`src/rtl/capture_controller.sv`:
```
// rtl/capture_controller.sv - triggered sample capture controller for a circular buffer
//
// Purpose:
//   Samples chanSignals on qualified cycles and writes each sample into a
//   circular capture buffer of 2^ADDR_BITS entries. A capture collects a
//   programmable number of pre-trigger samples, waits for a masked level
//   match, records the address of the trigger sample, then collects a
//   programmable number of post-trigger samples before stopping.
//
// Ports:
//   clk          rising-edge clock
//   reset        asynchronous active-high reset
//   arm          one-cycle capture start (ignored while busy)
//   abort        one-cycle capture cancel (wins over arm)
//   sampleTick   qualifies the cycles on which chanSignals is sampled
//   chanSignals  channel values being captured
//   trigMask     channels compared for trigger (1 = compared)
//   trigValue    required level of each compared channel
//   preCount     number of pre-trigger samples, latched on arm
//   postCount    number of samples after the trigger sample, latched on arm
//   wrEn         buffer write strobe (one cycle per sample)
//   wrAddr       buffer write address
//   wrData       buffer write data
//   trigAddr     address of the trigger sample
//   busy         high in PRETRIG, WAIT_TRIG, POSTTRIG
//   done         high in DONE
//   state        IDLE=0, PRETRIG=1, WAIT_TRIG=2, POSTTRIG=3, DONE=4

module capture_controller #(
  parameter int NUM_CHANNELS = 16,
  parameter int ADDR_BITS    = 10
) (
  input  logic                    clk,
  input  logic                    reset,
  input  logic                    arm,
  input  logic                    abort,
  input  logic                    sampleTick,
  input  logic [NUM_CHANNELS-1:0] chanSignals,
  input  logic [NUM_CHANNELS-1:0] trigMask,
  input  logic [NUM_CHANNELS-1:0] trigValue,
  input  logic [ADDR_BITS-1:0]    preCount,
  input  logic [ADDR_BITS-1:0]    postCount,
  output logic                    wrEn,
  output logic [ADDR_BITS-1:0]    wrAddr,
  output logic [NUM_CHANNELS-1:0] wrData,
  output logic [ADDR_BITS-1:0]    trigAddr,
  output logic                    busy,
  output logic                    done,
  output logic [2:0]              state
);

  typedef enum logic [2:0] {
    ST_IDLE      = 3'd0,
    ST_PRETRIG   = 3'd1,
    ST_WAIT_TRIG = 3'd2,
    ST_POSTTRIG  = 3'd3,
    ST_DONE      = 3'd4
  } state_t;

  state_t                  state_q, state_n;
  logic [ADDR_BITS-1:0]    addr_q, addr_n;       // next buffer slot to write
  logic [ADDR_BITS-1:0]    pre_q, pre_n;         // remaining pre-trigger samples
  logic [ADDR_BITS-1:0]    post_q, post_n;       // remaining post-trigger samples
  logic [ADDR_BITS-1:0]    trig_q, trig_n;
  logic                    wr_en_q, wr_en_n;
  logic [ADDR_BITS-1:0]    wr_addr_q, wr_addr_n;
  logic [NUM_CHANNELS-1:0] wr_data_q, wr_data_n;
  logic                    busy_q, busy_n;
  logic                    done_q, done_n;
  logic                    trig_match;

  // Unmasked channels are don't-care, so an all-zero mask matches anything.
  assign trig_match = ((chanSignals ^ trigValue) & trigMask) == '0;

  // Next-state and next-output logic. Every output is a register, so the
  // write strobe for a sampled cycle appears on the following cycle.
  always_comb begin
    state_n   = state_q;
    addr_n    = addr_q;
    pre_n     = pre_q;
    post_n    = post_q;
    trig_n    = trig_q;
    wr_en_n   = 1'b0;
    wr_addr_n = wr_addr_q;
    wr_data_n = wr_data_q;

    case (state_q)
      ST_IDLE, ST_DONE: begin
        if (abort) begin
          // Abort beats a simultaneous arm; from DONE it also returns to IDLE.
          state_n = ST_IDLE;
        end else if (arm) begin
          pre_n     = preCount;
          post_n    = postCount;
          addr_n    = '0;
          wr_addr_n = '0;
          state_n   = (preCount != '0) ? ST_PRETRIG : ST_WAIT_TRIG;
        end
      end

      ST_PRETRIG, ST_WAIT_TRIG, ST_POSTTRIG: begin
        if (abort) begin
          // Drop the sample of this cycle and keep the last trigger address.
          state_n = ST_IDLE;
        end else if (sampleTick) begin
          wr_en_n   = 1'b1;
          wr_addr_n = addr_q;
          wr_data_n = chanSignals;
          addr_n    = addr_q + ADDR_BITS'(1);   // wraps, overwriting oldest data

          case (state_q)
            ST_PRETRIG: begin
              // Counter is nonzero on entry, so reaching 1 means this is the last one.
              pre_n = pre_q - ADDR_BITS'(1);
              if (pre_q == ADDR_BITS'(1)) begin
                state_n = ST_WAIT_TRIG;
              end
            end
            ST_WAIT_TRIG: begin
              if (trig_match) begin
                trig_n  = addr_q;
                state_n = (post_q != '0) ? ST_POSTTRIG : ST_DONE;
              end
            end
            ST_POSTTRIG: begin
              post_n = post_q - ADDR_BITS'(1);
              if (post_q == ADDR_BITS'(1)) begin
                state_n = ST_DONE;
              end
            end
            default: begin
              state_n = ST_IDLE;
            end
          endcase
        end
      end

      default: begin
        // Unused encodings recover to IDLE.
        state_n = ST_IDLE;
      end
    endcase

    busy_n = (state_n == ST_PRETRIG) || (state_n == ST_WAIT_TRIG) ||
             (state_n == ST_POSTTRIG);
    done_n = (state_n == ST_DONE);
  end

  always_ff @(posedge clk or posedge reset) begin
    if (reset) begin
      state_q   <= ST_IDLE;
      addr_q    <= '0;
      pre_q     <= '0;
      post_q    <= '0;
      trig_q    <= '0;
      wr_en_q   <= 1'b0;
      wr_addr_q <= '0;
      wr_data_q <= '0;
      busy_q    <= 1'b0;
      done_q    <= 1'b0;
    end else begin
      state_q   <= state_n;
      addr_q    <= addr_n;
      pre_q     <= pre_n;
      post_q    <= post_n;
      trig_q    <= trig_n;
      wr_en_q   <= wr_en_n;
      wr_addr_q <= wr_addr_n;
      wr_data_q <= wr_data_n;
      busy_q    <= busy_n;
      done_q    <= done_n;
    end
  end

  assign wrEn     = wr_en_q;
  assign wrAddr   = wr_addr_q;
  assign wrData   = wr_data_q;
  assign trigAddr = trig_q;
  assign busy     = busy_q;
  assign done     = done_q;
  assign state    = state_q;

endmodule

```
`config.mk`:
```
export PLATFORM = sky130hd
export DESIGN_NAME = capture_controller
export DESIGN_NICKNAME = d
export VERILOG_FILES = /design/src/rtl/capture_controller.sv
export SDC_FILE = /design/constraint.sdc
export NUM_CORES = 1
export LEC_CHECK = 0
export BUFFER_PORTS_ARGS = -buffer_cell sky130_fd_sc_hd__buf_4
export CAP_MARGIN = 20
export CORE_MARGIN = 8
export CORE_UTILIZATION = 51
export CTS_CLUSTER_DIAMETER = 100
export DETAILED_ROUTE_END_ITERATION = 12
export GPL_ROUTABILITY_DRIVEN = 0
export GPL_TIMING_DRIVEN = 0
export PLACE_DENSITY = 0.76
export SLEW_MARGIN = 15
export SYNTH_ARGS = -nofsm -noshare
export SYNTH_HDL_FRONTEND = slang
export SYNTH_SLANG_ARGS = --single-unit
```
`constraint.sdc`:
```
create_clock -name clk -period 2.4 [get_ports clk]
set_input_delay 0.36 -clock clk [delete_from_list [all_inputs] [get_ports clk]]
set_output_delay 0.36 -clock clk [all_outputs]
set_load 0.03 [all_outputs]
```
=== Yosys cells after proc, flatten, opt, wreduce, memory -nomap -nowiden ===
Index checks and enable logic that the tools add are counted.

* Logic and storage cells: 80
* Input bits: 73
* Output and inout port bits: 42
* Flip-flop bits (word level): 72

* Mux-type cells: 34
* $add $sub $neg: 3
* Reductions and logical operators: 14
* Bitwise logic cells: 3
* Equality and inequality tests: 16

{| class="wikitable"
|+ Operators with widths
! kind !! count
|-
| $mux W10 || 16
|-
| $pmux W10 S2 || 4
|-
| $mux W3 || 8
|-
| $eq A10 B1 Y1 const B || 2
|-
| $reduce_bool A10 Y1 || 2
|-
| $sub A10 B1 Y10 const B || 2
|-
| $and A16 B16 Y16 || 1
|-
| $logic_not A16 Y1 || 1
|-
| $xor A16 B16 Y16 || 1
|-
| $eq A3 B2 Y1 const B || 4
|-
| $ne A2 B2 Y1 const B || 6
|-
| $reduce_and A6 Y1 || 2
|-
| $add A10 B1 Y10 const B || 1
|-
| $reduce_and A5 Y1 || 2
|-
| $pmux W3 S3 || 1
|-
| $eq A3 B1 Y1 const B || 2
|-
| $eq A3 B3 Y1 const B || 2
|-
| $pmux W3 S2 || 1
|-
| $logic_not A3 Y1 || 1
|-
| $mux W1 || 3
|-
| $reduce_and A3 Y1 || 1
|-
| $reduce_or A3 Y1 || 1
|-
| $logic_or A1 B1 Y1 || 2
|-
| $mux W2 || 1
|-
| 3 further kinds || 3
|}

=== Longest topological paths before layout ===
Gate-level depths: netlist of the first run.

* Word-level depth: 11
* Depth in mapped cells: 9
* Mapped depth without buffers: 8

=== Least setup slack after synthesis of the first run ===
Ideal clock, no wire load.

* Kind: register to register
* Start point: register state_q[1], in the netlist state[1]
* End point: register trig_q[0], in the netlist trigAddr[0]
* Period minus slack after synthesis: 1.987 ns
* Stages on the path, launching flop included: 8
* Buffers on the path: 2
* Setup time: 0.128 ns
* Data required time: 2.272 ns
* Slack: 0.413 ns
* Data arrival time: 1.859 ns
* Cells stage by stage: dfrtp_1 -> buf_2 -> or2_4 -> nand2b_2 -> nor3_4 -> and3_1 -> buf_4 -> mux2_1

* Longest elaborated chain between the ends: 3
* Elaborated cells on any way between the ends: 5
* Classes of those cells: eq/ne (3); reduce/logical (2)

{| class="wikitable"
|+ RTL lines
! what !! RTL line !! source
|-
| from (decl) || 60 || <nowiki>state_t state_q, state_n;</nowiki>
|-
| from (signal assigned) || 162 || <nowiki>state_q <= state_n;</nowiki>
|-
| $eq A3 B2 Y1 (tied with other cells) || 87 || <nowiki>case (state_q)</nowiki>
|-
| $reduce_or A3 Y1 || 87 ||
|-
| $reduce_and A5 Y1 (no line) * || n/a ||
|-
| to (signal assigned) || 166 || <nowiki>trig_q <= trig_n;</nowiki>
|-
| to (decl) || 64 || <nowiki>logic [ADDR_BITS-1:0] trig_q, trig_n;</nowiki>
|}

Every way passes the cells marked *; elsewhere a longest branch is shown, timed or not.
A chain may end at the register's enable or synchronous reset.

=== Worst setup path after layout of the first run ===
* Start point: register state_q[2], in the netlist state[2]
* End point: register pre_q[0]

* Longest elaborated chain between the ends: 4
* Elaborated cells on any way between the ends: 15
* Classes of those cells: eq/ne (9); mux (1); reduce/logical (5)

{| class="wikitable"
|+ RTL lines
! what !! RTL line !! source
|-
| $eq A3 B2 Y1 (tied with other cells) || 87 ||
|-
| $reduce_or A3 Y1 / $reduce_or A2 Y1 (equally long branches) || 87 ||
|-
| $ne A2 B2 Y1 (no line) / $reduce_bool A2 Y1 (equally long branches) || n/a ||
|-
| $reduce_and A6 Y1 (no line) || n/a ||
|-
| to (signal assigned) || 164 || <nowiki>pre_q <= pre_n;</nowiki>
|-
| to (decl) || 62 || <nowiki>logic [ADDR_BITS-1:0] pre_q, pre_n;</nowiki>
|}

Several ways; a longest one is shown, not always the timed one.

==> flow_summary.yaml, run 1 <==
outcome:
  status: "finished clean"
yosys:
  async_reset_ff_share_pct: 100
  syn_area_per_cell_um2: 10.0
  ys.flop_type: "dfrtp_1"
  synth_area_mm2: 0.00374
  synth_area_leaders: "dfrtp_1 48%, mux2_2 5.7%, xor2_1 4.2%, o21ai_0 4.0%, a21oi_1 3.7%"
  ys_seq_elements: 72
  yosysWarningCount: 0
  ys_seq_area_share_pct: 48.2
  synth.most_common_cell: "dfrtp_1"
  synth_edf_count: 0
  yosys.area.top_type: "dfrtp_1"
  synthesis.instances: 372
  synth.top_cell.area_share_pct: 48.2
  synth.distinct_cells: 51
  synthTopCellsByCount: "72 x dfrtp_1, 34 x nor2_1, 30 x o21ai_0, 28 x a21oi_1, 22 x nand2_1"
  synth_nets: 451
cells_and_area:
  regArea_mm2: 0.00180
  syn_to_final_growth_pct: 32.9
  nets: 577
  fin_cells: 601
  fin_util_pct: 69.2
  antenna_cells: 0
  nFillCells: 530
  multi_input_area_mm2: 0.00183
  fin_area_mm2: 0.00497
  drive_gt1_share_pct: 33.5
clock_tree:
  htree_levels: 3
  root_buffer: "clkbuf_8"
  cts_tree: "built"
  clockBufferDepth: 2
  cts_hold_buf: 1
  cts_buffers: 9
  post_cts_buffers: 0
  cts.sinks: 72
  clock_latency_ps: 350
  path_clk_slew_ps: 70
  cts_resized: 0
pwr:
  p_leak_nw: 2.34
  vdd_drop_max_mv: 0.534
  total_power_mw: 3.61
  p_per_area_mw_per_mm2: 726
sta:
  finalSetupViolCount: 0
  tns_ps: 0
  fin_ws_ps: 261
  maxSlewHeadroom_pct: 61.7
  max_freq_mhz: 467
  clock_skew_ps: 10.4
  timing.hold.ws_ps: 253
  hold_viol: 0
  worst_pin_slew_ps: 570
  fin_crit_ps: 2140
  slew_viol_final: 0
  post-route-period-util_pct: 89.1
  rsz0062_at_grt: "no"
global_routing:
  antenna_found_initial: 0
  grt_pass1_vias: 3425
  grt_pass1_wl_um: 16900
  grt_max_degree: 52
  gr-usage-all-layers_pct: 20.9
  grt_overflow: 0
worst_hold_path:
  hold_start: "postCount[0]"
  holdCritPathClass: "input pin to register"
flow_run:
  max-cap-violations: 0
die:
  core-area_mm2: 0.00718
  ios: 115
  rows: 31
  dieWidth_um: 102
  initial_utilization_pct: 52.1
  dieArea_mm2: 0.0103
  fp.dieH_um: 102
placement:
  dpl.cell_count: 585
  dp_hpwl_um: 7840
  dpl_cell_area_mm2: 0.00474
  place.port_buffers: 113
  dp_slack_ps: 168
setup_path:
  crit_family: "simple AND/OR/NAND/NOR gates"
  cpPeakStageDelay_ps: 410
  worstPathMaxFanout: 10
  critPathLaunchType: "register"
  crit_chain: "clkbuf_1 -> nor2b_1 -> mux2i_1 -> nor3_1 -> clkbuf_1 -> nand3_1 -> o211ai_1"
  critical_path_class: "register to register"
  critPathCaptureType: "register"
  crit_arrival_ps: 2400
  cp_num_buf_inv: 2
  reg2reg_from: "state[2]$_DFF_PP0_"
  critPathRequiredTime_ps: 2660
  startpoint: "state[2]$_DFF_PP0_"
  crit_slowest_cell: "dfrtp_1"
  cp_common_cell: "clkbuf_1"
detailed_routing:
  drt_first_pass_iters: 4
  wire_per_inst_um: 17.2
  avgViaCountPerCell: 5.66
  drtIter0Drc: 231
  wl_um: 10300
  drtAntennaViolNets: 0
  vias: 3403
  route.detailed.drc: 0
-- cell type report --
cell class	count	area share, %
tap	99	2.49
inverter	7	0.579
multi-input combinational	275	36.8
clock buffer	9	2.49
sequential	72	36.3
buffer	18	1.64
timing repair buffer	115	17.8
clock inverter	6	1.86
-- tightest hold or removal path, cell delays in order --
cell and delay, ps:
buf_4 80, nand3_1 60, nand2_1 70
-- flip-flops by register name (all words and copies together) (netlist names) --
register	flops
state	3
trigAddr	10
pre_q	10
done	1
wrData	16
post_q	10
busy	1
addr_q	10
wrEn	1
wrAddr	10
-- power by group --
| group | switching, mW | internal (mW) |
|---|---|---|
| Clock | 0.471 | 0.586 |
| Sequential | 0.160 | 1.40 |
| Combinational | 0.573 | 0.420 |
-- cell families (layout without fill, tap and decap cells) --
logic type                 count (synthesis)  in the layout  synth area share (%)
AOI/OAI and AO/OA                        104            104                  17.5
xor gates and xnor gates                  20             20                  4.69
adders and majority gates                  6              6                  2.01
buffers and inverters                     25            155                  2.88
DFF                                       72             72                  48.2
muxes                                     28             28                  8.40
and+or+nand+nor                          117            117                  16.4
-- cell usage in the layout (no fill, tap or decap), types with 7 or more instances in the layout --
cell type / n
buf_2: 8
clkbuf_1: 8
nand2_1: 22
a21oi_1: 28
and3_1: 7
nor2_1: 34
mux2_2: 19
clkbuf_8: 9
dfrtp_1: 72
mux2_1: 8
buf_4: 114
xor2_1: 18
o21ai_0: 30
nand3_1: 13
nor3_1: 12
a22oi_1: 10
a22o_1: 11
-- worst paths after layout --
| check | to | slack, ps | depth (start not counted) |
|---|---|---|---|
| max in group asynchronous | addr_q[4]$_DFFE_PP0P_ | 1310 | 4 |
| hold / removal | post_q[0]$_DFFE_PP0P_ | 250 | 3 |
| min in group asynchronous | pre_q[5]$_DFFE_PP0P_ | 550 | 3 |
| setup reg to reg | pre_q[0]$_DFFE_PP0P_ | 260 | 7 |
| setup / recovery | pre_q[0]$_DFFE_PP0P_ | 260 | 7 |
| hold reg to reg | trigAddr[6]$_DFFE_PP0P_ | 490 | 1 |
-- routing by layer --
metal,wire [um],track usage (%)
met5,0,0
met2,5270,35.7
met4,140,6.99
met3,664,5.84
met1,4260,24.5
No activity file was read; power rests on OpenSTA's default activity.
==> inputs of run 2 (changes only) <==
- CORE_UTILIZATION: 51 -> 55
- PLACE_DENSITY: 0.76 -> 0.85
- clock period: 2.4 -> 2.47 ns (I/O delays scaled with it)
==> run 2 against run 1 <==
  * Fmax shrank 0.86%
  * Critical path depth shrank 1
  * Die area shrank 6.2%
  * Highest routed layer unchanged
  * Count of clock-buffer cells in the layout grew 1
  * Routed wire length grew 4.6%
  * Sequential cell count is the same
  * Setup slack gained 52 ps
  * Clock skew shrank 1.8 ps
  * Largest power group unchanged
  * Core utilization grew 5.5 points
  * Non-clock buffer count is the same
  * Clock power grew 17%
==> flow_summary.yaml, run 2 (synthesized netlist as in run 1, its figures left out) <==
global_routing:
  grt_overflow: 0
  grt_pass1_wl_um: 17800
  grt_max_degree: 53
  gr-usage-all-layers_pct: 22.7
  antenna_found_initial: 0
  grt_pass1_vias: 3642
die:
  dieWidth_um: 98.4
  ios: 115
  initial_utilization_pct: 56.0
  core-area_mm2: 0.00668
  fp.dieH_um: 98.4
  dieArea_mm2: 0.00969
  rows: 30
worst_hold_path:
  holdCritPathClass: "input pin to register"
  hold_depth: 3
cells_and_area:
  fin_util_pct: 74.7
  regArea_mm2: 0.00180
  largest_register_ffs: 16
  syn_to_final_growth_pct: 33.6
  layout_commonest_cell: "buf_4"
  drive_gt1_share_pct: 33.5
  final_cell_mix: "114 x buf_4, 72 x dfrtp_1, 34 x nor2_1"
  nets: 577
  fin_cells: 582
  nFillCells: 474
  multi_input_area_mm2: 0.00183
  antenna_cells: 0
setup_path:
  worstPathMaxFanout: 6
  critical_path_class: "register to register"
  crit_arrival_ps: 2400
  critPathRequiredTime_ps: 2710
  worstRegToRegCells: 6
  critPathLaunchType: "register"
  critPathCaptureType: "register"
sta:
  fin_crit_ps: 2160
  fin_ws_ps: 312
  worst_pin_slew_ps: 614
  rsz0062_at_grt: "no"
  maxSlewHeadroom_pct: 58.7
  slew_viol_final: 0
  clock_skew_ps: 8.67
  post-route-period-util_pct: 87.4
  finalSetupViolCount: 0
  max_freq_mhz: 463
  hold_viol: 0
detailed_routing:
  drtIter0Drc: 212
  wl_um: 10800
  route.detailed.drc: 0
  drt_first_pass_iters: 5
  vias: 3425
  wire_per_inst_um: 18.6
  avgViaCountPerCell: 5.88
  drtAntennaViolNets: 0
clock_tree:
  post_cts_buffers: 0
  clockBufferDepth: 2
  cts.sinks: 72
  htree_levels: 3
  clock_latency_ps: 350
  root_buffer: "clkbuf_8"
  path_clk_slew_ps: 80
  cts_buffers: 9
  cts_tree: "built"
pwr:
  p_per_area_mw_per_mm2: 748
  vdd_drop_max_mv: 0.586
  total_power_mw: 3.74
  p_leak_nw: 2.37
placement:
  dp_hpwl_um: 8090
  place.port_buffers: 113
  dpl.cell_count: 566
  dp_slack_ps: 291
outcome:
  status: "finished clean"
flow_run:
  max-cap-violations: 0
==> run 2: per-layer routing <==
layer  routed length (um)  vias up  track usage (%)
met2                 5670      121             40.3
met4                  244        0             8.97
met5                    0        -                0
met1                 4310     1682             25.8
li1                     -     1598                -
met3                  584       24             5.36
==> run 2: report_power, final <==
part	leakage, nW	internal (mW)	switching, mW
Clock	0.133	0.797	0.439
Sequential	0.923	1.36	0.165
Combinational	1.32	0.409	0.568
==> run 2: timing repair <==
item	in CTS	in global routing
hold buffers	1	0
gates resized for setup	0	0
hold endpoints to repair	20	0
==> run 2: stage by stage <==
stage	instance area (um^2)	TNS [ps]	hold WS [ps]
after floorplan	3740	0	463
after global placement	4690	-42390	474
after detailed placement	4720	0	359
after CTS	4990	0	260
after global routing	4990	0	256
final	4990	0	266
==> run 2: worst paths after layout <==
| check | startpoint | endpoint | slack (ps) |
|---|---|---|---|
| min in group asynchronous | reset | pre_q[1]$_DFFE_PP0P_ | 520 |
| max in group asynchronous | reset | post_q[6]$_DFFE_PP0P_ | 1400 |
| max reg2reg | post_q[5]$_DFFE_PP0P_ | busy$_DFF_PP0_ | 310 |
| min reg2reg | trigAddr[9]$_DFFE_PP0P_ | trigAddr[9]$_DFFE_PP0P_ | 490 |
| min | postCount[0] | post_q[0]$_DFFE_PP0P_ | 270 |
| max | post_q[5]$_DFFE_PP0P_ | busy$_DFF_PP0_ | 310 |
==> run 2: layout make-up <==
class	count	area share [%]
Clock buffer	10	2.76
Tap cell	80	2.00
Sequential cell	72	36.1
Multi-Input combinational cell	275	36.6
Inverter	7	0.576
Timing Repair Buffer	115	17.7
Buffer	18	1.63
Clock inverter	5	2.58
==> run 2: critical path, stage by stage (launching register included) <==
cell and delay [ps]:
dfrtp_1 420, nor4_2 600, a31oi_1 180, a311oi_1 440, o2bb2ai_1 180, a31o_1 160
a21oi_2 70
==> inputs of run 3 (changes only) <==
- CELL_PAD_IN_SITES_DETAIL_PLACEMENT: default -> 1
- CELL_PAD_IN_SITES_GLOBAL_PLACEMENT: default -> 2
- CORE_UTILIZATION: 55 -> 33
- PLACE_DENSITY: 0.85 -> default
- PLACE_DENSITY_LB_ADDON: default -> 0.1
==> run 3 against run 2 <==
  * Combinational power is 0.7% higher
  * Core utilization shrank 29 points
  * Cell area up 1.7%
  * Register-to-register slack improved by 20 ps
  * Total power grew 1.5%
  * Die area grew 55%
  * Global-route usage shrank 5.9 points
  * Largest power group unchanged
  * Highest routed layer unchanged
==> flow_summary.yaml, run 3 (synthesized netlist as in run 1, its figures left out) <==
clock_tree:
  cts_resized: 0
  cts.sinks: 72
  cts_buffers: 9
  htree_levels: 3
  cts_hold_buf: 0
  clock_latency_ps: 330
  cts_tree: "built"
  clockBufferDepth: 2
  path_clk_slew_ps: 60
  post_cts_buffers: 0
  root_buffer: "clkbuf_16"
detailed_routing:
  route.detailed.drc: 0
  dr_wl_met3_um: 606
  top_layer: "met4"
  route.layer.met1.wl_um: 5670
  vias: 3370
  wl_um: 12200
  drtAntennaViolNets: 0
  wl_met2_um: 5810
  wire_per_inst_um: 18.9
  avgViaCountPerCell: 5.22
  drtIter0Drc: 123
  drt_first_pass_iters: 4
sta:
  hold_viol: 0
  post-route-period-util_pct: 86.7
  fin_crit_ps: 2140
  finalSetupViolCount: 0
  max_freq_mhz: 467
  worst_pin_slew_ps: 616
  maxSlewHeadroom_pct: 58.6
  rsz0062_at_grt: "no"
  slew_viol_final: 0
  tns_ps: 0
  clock_skew_ps: 4.90
setup_path:
  reg2reg_from: "state[2]$_DFF_PP0_"
  worstPathMaxFanout: 10
  r2r_slack_ps: 330
  critical_path_class: "register to register"
  worstRegToRegCells: 6
  critPathLaunchType: "register"
  critPathRequiredTime_ps: 2680
  critPathCaptureType: "register"
  crit_arrival_ps: 2350
  worstReg2RegEnd: "trigAddr[3]$_DFFE_PP0P_"
die:
  core-area_mm2: 0.0112
  fp.dieH_um: 122
  dieWidth_um: 122
  ios: 115
  rows: 39
  initial_utilization_pct: 33.3
  dieArea_mm2: 0.0150
outcome:
  status: "finished clean"
global_routing:
  grt_pass1_wl_um: 19900
  antenna_found_initial: 0
  gr-usage-all-layers_pct: 16.8
  grt_max_degree: 43
  grt_overflow: 0
  grt_pass1_vias: 3684
cells_and_area:
  syn_to_final_growth_pct: 35.8
  antenna_cells: 0
  nFillCells: 1280
  final_cell_mix: "114 x buf_4, 72 x dfrtp_1, 34 x nor2_1"
  nets: 576
  fin_cells: 645
  fin_area_mm2: 0.00508
  largest_register_ffs: 16
  drive_gt1_share_pct: 33.3
  layout_commonest_cell: "buf_4"
placement:
  dpl.cell_count: 629
  dpl_cell_area_mm2: 0.00479
  place.port_buffers: 113
  dp_hpwl_um: 9400
pwr:
  p_leak_nw: 2.38
  vdd_drop_max_mv: 0.323
  total_power_mw: 3.79
  p_per_area_mw_per_mm2: 747
flow_run:
  max-cap-violations: 0
worst_hold_path:
  holdCritPathClass: "input pin to async pin"
==> run 3: cell count changes in the layout (fill, tap and decap cells not counted) <==
cell	before	now
clkinv_4	1	2
buf_12	0	1
clkbuf_8	10	0
clkbuf_1	8	10
clkbuf_16	0	9
clkinv_2	0	2
dlygate4sd3_1	1	0
buf_16	1	0
bufinv_16	4	1
==> run 3: how the worst max path moves through the flow <==
stage                              end  slack, ps          startpoint  cells after the start
2_1_floorplan    addr_q[0]$_DFFE_PP0P_        270               reset                      1
3_3_place_gp      pre_q[4]$_DFFE_PP0P_       -800               reset                      2
5_1_grt           pre_q[9]$_DFFE_PP0P_        130  state[2]$_DFF_PP0_                      7
3_5_place_dp   trigAddr[3]$_DFFE_PP0P_        250        trigValue[6]                      8
4_1_cts           pre_q[9]$_DFFE_PP0P_        290  state[2]$_DFF_PP0_                      7
6_report       trigAddr[3]$_DFFE_PP0P_        330  state[2]$_DFF_PP0_                      6
==> run 3: cell type report <==
| cell class | count | area, um^2 | share of cell area [%] |
|---|---|---|---|
| Clock buffer | 11 | 233 | 4.58 |
| Tap cell | 143 | 179 | 3.52 |
| Timing Repair Buffer | 114 | 868 | 17.1 |
| Inverter | 7 | 28.8 | 0.567 |
| Buffer | 18 | 81.3 | 1.60 |
| Sequential cell | 72 | 1800 | 35.5 |
| Multi-Input combinational cell | 275 | 1830 | 36.0 |
| Clock inverter | 5 | 57.6 | 1.13 |
==> run 3: power by group <==
part	internal (mW)	leakage [nW]	switching, mW	total, mW
Clock	0.783	0.143	0.508	1.29
Combinational	0.407	1.31	0.577	0.984
Sequential	1.36	0.923	0.157	1.52
Total	2.55	2.38	1.24	3.79
==> run 3: critical path, cell delays in order (launching register included) <==
cell and delay [ps]:
dfrtp_1 390, clkbuf_1 210, nand2b_2 250, nor3_4 300
and3_1 280, buf_4 230, mux2_1 350
==> run 3: layer usage <==
metal,vias to the layer above,global-route usage (%)
met3,9,3.82
met1,1671,22.2
met2,80,27.2
met5,-,0
li1,1610,-
met4,0,4.57
==> run 3: stage by stage <==
stage / utilization, % / hold slack (ps) / setup WS (ps)
5_1_grt: 45.3 / 66.8 / 126
6_report: 45.3 / 44.0 / 328
4_1_cts: 45.3 / 51.2 / 289
2_1_floorplan: - / 463 / 275
3_5_place_dp: 42.7 / 411 / 246
3_3_place_gp: 42.5 / 473 / -798
